===== src/rtl/pattern_sweeper_if.sv =====
// Host/DUT-facing bundle of the pattern sweeper: sweep handshake, DUT stimulus/response
// and compacted results. master = bench/host side, slave = sweeper.
interface pattern_sweeper_if #(
  parameter int PI_W  = 8,
  parameter int SIG_W = 16
);
  logic             start;
  logic             pause;
  logic             ack;
  logic             po_in;
  logic [PI_W-1:0]  pi_out;
  logic             busy;
  logic             done;
  logic [SIG_W-1:0] signature;
  logic [PI_W:0]    ones;

  modport master (
    output start, pause, ack, po_in,
    input  pi_out, busy, done, signature, ones
  );

  modport slave (
    input  start, pause, ack, po_in,
    output pi_out, busy, done, signature, ones
  );
endinterface


===== src/rtl/pattern_sweeper.sv =====
// Exhaustive stimulus sweep for an 8-in/1-out netlist with CRC/ones-count response compaction.
// Define PATTERN_SWEEPER_GRAY_EN to issue vectors in Gray order instead of binary order.
module pattern_sweeper #(
  parameter int PI_W  = 8,
  parameter int LAT   = 0,
  parameter int SIG_W = 16
) (
  input logic clk,
  input logic rst_n,
  pattern_sweeper_if.slave bus
);
  localparam int N = 1 << PI_W;
  localparam logic [SIG_W-1:0] POLY = 16'h1021;
  localparam logic [SIG_W-1:0] SEED = 16'hFFFF;

  typedef enum logic [1:0] {IDLE, RUN, DRAIN, DONE} state_t;

  state_t           state_reg, state_next;
  logic [PI_W:0]    cnt_reg, cnt_next;
  logic [PI_W-1:0]  pi_reg, pi_next;
  logic [LAT:0]     vld_reg, vld_next;
  logic [SIG_W-1:0] sig_reg, sig_next;
  logic [PI_W:0]    ones_reg, ones_next;
  logic             active, advance, issue, cap, fb;

  function automatic logic [PI_W-1:0] seq(input logic [PI_W-1:0] k);
`ifdef PATTERN_SWEEPER_GRAY_EN
    return k ^ (k >> 1);
`else
    return k;
`endif
  endfunction

  always_ff @(posedge clk or negedge rst_n) begin
    if (!rst_n) begin
      state_reg <= IDLE;
      cnt_reg   <= '0;
      pi_reg    <= '0;
      vld_reg   <= '0;
      sig_reg   <= SEED;
      ones_reg  <= '0;
    end else begin
      state_reg <= state_next;
      cnt_reg   <= cnt_next;
      pi_reg    <= pi_next;
      vld_reg   <= vld_next;
      sig_reg   <= sig_next;
      ones_reg  <= ones_next;
    end
  end

  always_comb begin
    state_next = state_reg;
    cnt_next   = cnt_reg;
    pi_next    = pi_reg;
    vld_next   = vld_reg;
    sig_next   = sig_reg;
    ones_next  = ones_reg;

    active  = (state_reg == RUN) || (state_reg == DRAIN);
    advance = active && !bus.pause;
    // cnt_reg[PI_W] set means every vector has already been issued
    issue   = (state_reg == RUN) && advance && !cnt_reg[PI_W];
    cap     = advance && vld_reg[LAT];
    fb      = sig_reg[SIG_W-1] ^ bus.po_in;

    // Bit i of the valid pipe marks a vector that has been on pi_out for i cycles.
    if (advance)
      vld_next = (vld_reg << 1) | (LAT+1)'(issue);

    if (cap) begin
      sig_next  = {sig_reg[SIG_W-2:0], 1'b0} ^ (fb ? POLY : '0);
      ones_next = ones_reg + (PI_W+1)'(bus.po_in);
    end

    if (issue) begin
      pi_next  = seq(cnt_reg[PI_W-1:0]);
      cnt_next = cnt_reg + 1'b1;
    end

    case (state_reg)
      IDLE: begin
        if (bus.start) begin
          sig_next   = SEED;
          ones_next  = '0;
          cnt_next   = '0;
          vld_next   = '0;
          state_next = RUN;
        end
      end
      RUN: begin
        // A combinational DUT has no tokens in flight, so RUN finishes on its own last capture.
        if (issue && (cnt_reg == (PI_W+1)'(N-1)) && (LAT != 0))
          state_next = DRAIN;
        else if (advance && cnt_reg[PI_W] && (vld_next == '0))
          state_next = DONE;
      end
      DRAIN: begin
        if (advance && (vld_next == '0))
          state_next = DONE;
      end
      DONE: begin
        if (bus.ack)
          state_next = IDLE;
      end
      default: state_next = IDLE;
    endcase
  end

  assign bus.pi_out    = pi_reg;
  assign bus.busy      = active;
  assign bus.done      = (state_reg == DONE);
  assign bus.signature = sig_reg;
  assign bus.ones      = ones_reg;
endmodule


===== src/flat_wrapper.sv =====
// flat-port wrapper written by rule: the top's interface ports become plain ports
module pattern_sweeper_flat 
#(
  parameter int PI_W  = 8,
  parameter int LAT   = 0,
  parameter int SIG_W = 16
)
  (clk, rst_n, bus_start, bus_pause, bus_ack, bus_po_in, bus_pi_out, bus_busy, bus_done, bus_signature, bus_ones);
  pattern_sweeper_if #(.PI_W(PI_W), .SIG_W(SIG_W)) bus_i ();
  input logic clk;
  input logic rst_n;
  input wire logic [$bits(bus_i.start)-1:0] bus_start;
  input wire logic [$bits(bus_i.pause)-1:0] bus_pause;
  input wire logic [$bits(bus_i.ack)-1:0] bus_ack;
  input wire logic [$bits(bus_i.po_in)-1:0] bus_po_in;
  output wire logic [$bits(bus_i.pi_out)-1:0] bus_pi_out;
  output wire logic [$bits(bus_i.busy)-1:0] bus_busy;
  output wire logic [$bits(bus_i.done)-1:0] bus_done;
  output wire logic [$bits(bus_i.signature)-1:0] bus_signature;
  output wire logic [$bits(bus_i.ones)-1:0] bus_ones;
  assign bus_i.start = bus_start;
  assign bus_i.pause = bus_pause;
  assign bus_i.ack = bus_ack;
  assign bus_i.po_in = bus_po_in;
  assign bus_pi_out = bus_i.pi_out;
  assign bus_busy = bus_i.busy;
  assign bus_done = bus_i.done;
  assign bus_signature = bus_i.signature;
  assign bus_ones = bus_i.ones;
  pattern_sweeper #(.PI_W(PI_W), .LAT(LAT), .SIG_W(SIG_W)) u_core (.clk(clk), .rst_n(rst_n), .bus(bus_i));
endmodule

===== config.mk =====
export PLATFORM = sky130hd
export DESIGN_NAME = pattern_sweeper_flat
export DESIGN_NICKNAME = d
export VERILOG_FILES = /design/src/rtl/pattern_sweeper_if.sv /design/src/rtl/pattern_sweeper.sv /design/src/flat_wrapper.sv
export SDC_FILE = /design/constraint.sdc
export NUM_CORES = 1
export LEC_CHECK = 0
export ABC_AREA = 1
export BUFFER_PORTS_ARGS = -buffer_cell sky130_fd_sc_hd__buf_2
export CORE_MARGIN = 3
export CORE_UTILIZATION = 30
export CTS_BUF_LIST = sky130_fd_sc_hd__clkbuf_4 sky130_fd_sc_hd__clkbuf_8
export DETAILED_ROUTE_END_ITERATION = 10
export PLACE_DENSITY = 0.55
export SLEW_MARGIN = 20
export SYNTH_ARGS = -nofsm -noshare
export SYNTH_HDL_FRONTEND = slang
export SYNTH_SLANG_ARGS = --single-unit

===== constraint.sdc =====
create_clock -name clk -period 2.23 [get_ports clk]
set_input_delay 0.446 -clock clk [delete_from_list [all_inputs] [get_ports clk]]
set_output_delay 0.446 -clock clk [all_outputs]
set_load 0.03 [all_outputs]

## Word level (Yosys, flattened, before mapping)

Cells that the tools add are included.

- Output and inout bits: 35
- Bits in registers: 45

- Reductions and logical operators: 12
- Equal/unequal tests: 7
- Multiplexer cells: 18
- $add $sub $neg: 2
- Bitwise operators: 3

Operator list:

| operator | count |
|---|---|
| $mux 9 | 6 |
| $mux 16 | 3 |
| $xor 16x16->16 | 1 |
| $mux 13 | 1 |
| $add 9x1->9 | 1 |
| $add 9x1->9 const B | 1 |
| $mux 2 | 4 |
| $ne 2x2->1 const B | 4 |
| $pmux 2 s4 | 1 |
| $logic_and 1x1->1 | 7 |
| $eq 2x2->1 const B | 2 |
| $reduce_and 4->1 | 1 |
| $mux 1 | 3 |
| $eq 2x1->1 const B | 1 |
| $logic_not 1->1 | 2 |
| $logic_not 2->1 | 1 |
| $logic_or 1x1->1 | 1 |
| $not 1->1 | 1 |
| $xor 1x1->1 | 1 |

## Logic depth before layout (Yosys ltp)

- Depth after elaboration: 10
- Gate-level depth with buffers: 9
- Gate-level depth less buffers: 9

## Worst setup path before layout

Ideal clock, no wire load.

- Kind: register to register
- Start: register u_core.state_reg[0]
- End: register u_core.ones_reg[6], in the netlist u_core.bus.ones[6]
- Stages on the path, launching flop included: 9
- Data required time: 2.110 ns
- Slack: 0.561 ns
- Arrival time: 1.549 ns
- Cells stage by stage: dfrtp_1 inv_1 ha_1 nand3_2 buf_6 nor2_4 nand3_1 nand2_1 nor2_1

- Word-level cells in the longest chain between the ends: 7
- Elaborated cells between the ends (all ways): 9
- Those cells by class: eq/ne (2); mux (3); reduce/logical (4)

Ends and longest elaborated chain:

| item | RTL line | source |
|---|---|---|
| from (decl) | pattern_sweeper.sv:18 | `state_t state_reg, state_next;` |
| from (signal assigned) | pattern_sweeper.sv:43 | `state_reg <= state_next;` |
| $eq 2x1->1 or $eq 2x2->1 (tied branches) | pattern_sweeper.sv:60 | `active = (state_reg == RUN) \|\| (state_reg == DRAIN);` |
| $logic_or 1x1->1 (*) | pattern_sweeper.sv:60 |  |
| named net bus_busy | flat_wrapper.sv:17 | `output wire logic [$bits(bus_i.busy)-1:0] bus_busy;` |
| $logic_and 1x1->1 (*) | pattern_sweeper.sv:61 | `advance = active && !bus.pause;` |
| $logic_and 1x1->1 (*) | pattern_sweeper.sv:64 | `cap = advance && vld_reg[LAT];` |
| $mux 9 (*) | pattern_sweeper.sv:71 | `if (cap) begin` |
| $mux 9 | pattern_sweeper.sv:83 | `if (bus.start) begin` |
| $mux 9 (*) | pattern_sweeper.sv:81 | `case (state_reg)` |
| named net u_core.ones_next[6] | pattern_sweeper.sv:23 | `logic [PI_W:0] ones_reg, ones_next;` |
| to (signal assigned) | pattern_sweeper.sv:48 | `ones_reg <= ones_next;` |
| to (decl) | pattern_sweeper.sv:23 |  |

The timed path passes the listed nets; every way through them passes the cells marked *.
A chain may end at the register's enable or synchronous reset.

## Worst setup path in the final report

- Start: register u_core.state_reg[0]
- End: output port bus_busy

- Word-level cells in the longest chain between the ends: 2
- Elaborated cells between the ends (all ways): 3
- Those cells by class: eq/ne (2); reduce/logical (1)

Ends and longest elaborated chain:

| item | RTL line |
|---|---|
| $eq 2x1->1 or $eq 2x2->1 (tied branches) | pattern_sweeper.sv:60 |
| $logic_or 1x1->1 (*) | pattern_sweeper.sv:60 |
| to (decl) | flat_wrapper.sv:17 |

Mark *: on every way between the ends. The rest lies on a longest branch, timed or not.

==> out/qor.csv <==
stage,metric,value,unit
worst_setup_path,cp-end-kind,primary output,
global_route,grt_first_pass_wirelength,8200,um
placed_design,place.gp.congestion,0.817,
synth,yosys.cell_types.count,22,
floorplan,ios,41,
placed_design,dp_hpwl,3330,um
sta,tns,0,ns
sta,drv_slew,0,
run_status,status,completed,
synth,ys.flop_type,dfrtp_1,
cts,ctsHoldBuffers,0,
sta,relSlewSlack,49.9,%
cts,cts_resized,0,
placed_design,port-buffer-count,40,
cts,clock-sinks,45,
layout,nNetsFinal,316,
synth,netlist_top_cells_count,"nand2_1 (85), dfrtp_1 (29), nand3_1 (25), nor2_1 (25), inv_1 (22)",
worst_setup_path,max_stage_delay,0.41,ns
synth,yosysTopAreaCell,dfrtp_1,
global_route,grt_overflow,0,
power_and_ir_drop,power.total,3380,uW
layout,drive_gt1_share,25.3,%
worst_setup_path,critPathMaxFanout,4,
worst_setup_path,crit_arrival,1.39,ns
layout,n_antenna_cell,0,
synth,synth_edf_count,0,
floorplan,rows,30,
floorplan,die_y,90.7,um
sta,finalHoldViolations,0,
cts,cts_htree_levels,2,
floorplan,die_area,8230,sq um
synth,async_reset_ff_share,100,%
global_route,grt_max_degree,34,
sta,rsz0062_at_grt,false,
power_and_ir_drop,power.density,1320,nW/um^2
synth,synth_top_cell_area_share,33.7,%
layout,syn_to_final_growth,19.2,%
worst_setup_path,cp_cell_sequence,"inv_1, ha_1, buf_2",
sta,fmax,545,MHz
layout,stdcell_count,400,
global_route,antenna_found_initial,0,
drt,vias,1790,
drt,drc,0,
power_and_ir_drop,ir_drop,655,uV
worst_setup_path,crit_slowest_cell,dfrtp_1,
drt,first_pass_iters,5,
cts,cts_tree,yes,
drt,dr.first_iter.drc_count,116,
drt,drt_wl_total,4810,um
cts,root_buffer,clkbuf_8,
min_path,hp-class,in -> async,
cts,cts.clk_slew.worst_paths,0.09,ns
synth,syn_inst,259,
sta,min_period_over_period,82.3,%
synth,ys_ff_latch,45,
synth,ys_seq_area_share,53.2,%
drt,via_per_inst,4.48,
layout,largest_reg_flops,16,
sta,setup_viol,0,
cts,clk_latency,0.30,ns
synth,yosysMostFrequentCell,nand2_1,
sta,fin_skew,0.00965,ns
sta,fin_crit,1.84,ns
synth,synthesis.area,2150,sq um
placed_design,place_inst,392,
power_and_ir_drop,power.leakage,0.00138,uW
cts,cts_buffers,5,
floorplan,initial_core_util,31.4,%
cts,post_cts_buffers,0,
synth,yosysWarnings,0,
cts,cts_buffer_depth,2,
drt,drtAntennaViolNets,0,
sta,worst_slew_pin_slew,0.752,ns
global_route,grt_pass1_vias,1704,
floorplan,die_w,90.7,um
synth,avgSynthCellArea,8.32,sq um
worst_setup_path,required,1.78,ns
worst_setup_path,worstSetupPathType,reg -> out,
worst_setup_path,start_kind,register,
drt,post_drt_wl_per_cell,12.0,um
synth,synthTopCellsByArea,"dfrtp_1 (34%), dfstp_2 (20%), nand2_1 (15%), nand3_1 (5.8%), nor2_1 (4.4%)",
global_route,grt_usage,12.1,%
worst_setup_path,reg2reg_from,u_core.state_reg[0],
synth,syn-num-nets,272,
floorplan,core,6870,sq um
worst_setup_path,cp-startpoint,u_core.state_reg[0],
job,cap_violations,0,
-- through the flow --
step                      hold slack, ns  setup slack, ns  instance area [sq um]  util [%]
final                              0.203            0.395                   2570      37.4
after global routing               0.272            0.337                   2570      37.4
after CTS                          0.229            0.383                   2570      37.4
after detailed placement           0.459            0.506                   2470      36.0
after global placement             0.452            0.591                   2470      36.0
after floorplan                    0.150            0.561                   2150         -
-- final cells by class --
class	instances	area, sq um
Sequential cell	45	1150
Tap cell	96	120
Clock buffer	6	82.6
Inverter	24	90.1
Timing Repair Buffer	45	250
Fill cell	705	4300
Clock inverter	2	13.8
Multi-Input combinational cell	182	865
-- cell usage in the layout (no fill, tap or decap), types with 2 or more instances in the layout --
cell type	n
dfrtp_1	29
inv_1	22
inv_2	2
a21oi_1	12
buf_4	4
nor2_1	25
nand3_1	25
nand2_1	85
nor2_2	2
dfstp_2	16
clkbuf_8	6
xor2_1	2
nor2_4	2
buf_2	40
ha_1	7
o21ai_0	13
nand4_1	5
-- cell families after synthesis --
family,share of synthesized area [%]
compound gates,6.45
xor+xnor,0.813
fa+ha+maj,4.06
buf+inv,6.68
flops,53.2
simple gates,28.8
-- worst max-delay path: cells and delay by family, from the launching register on --
kind | cells | cell delay [ns]
fa+ha+maj | 1 | 0.36
flops | 1 | 0.41
buf+inv | 2 | 0.32
-- worst paths after layout --
kind	slack [ns]	to	cells after the start
max	0.39	bus_busy	3
min	0.20	u_core.bus.ones[7]	1
max reg2reg	0.51	u_core.bus.ones[2]	7
min reg2reg	0.48	u_core.bus.pi_out[1]	2
max in group asynchronous	1.33	u_core.bus.signature[15]	2
min in group clk	0.48	u_core.bus.pi_out[1]	2
-- metal layers --
layer	share of wire (%)	GRT usage (%)	vias to the layer above
li1	-	-	912
met1	50	17.2	837
met2	45	17.9	35
met3	4.1	2.75	6
met4	1.4	4.59	0
met5	0	0	-
-- power by group --
part | total [uW] | switching [uW] | leakage (uW) | internal [uW]
logic | 1490 | 1030 | 0.000774 | 463
registers | 1350 | 198 | 0.000558 | 1150
clock network | 542 | 290 | 0.0000512 | 252
total | 3380 | 1520 | 0.00138 | 1860
Power figures use the tool's default switching activity.
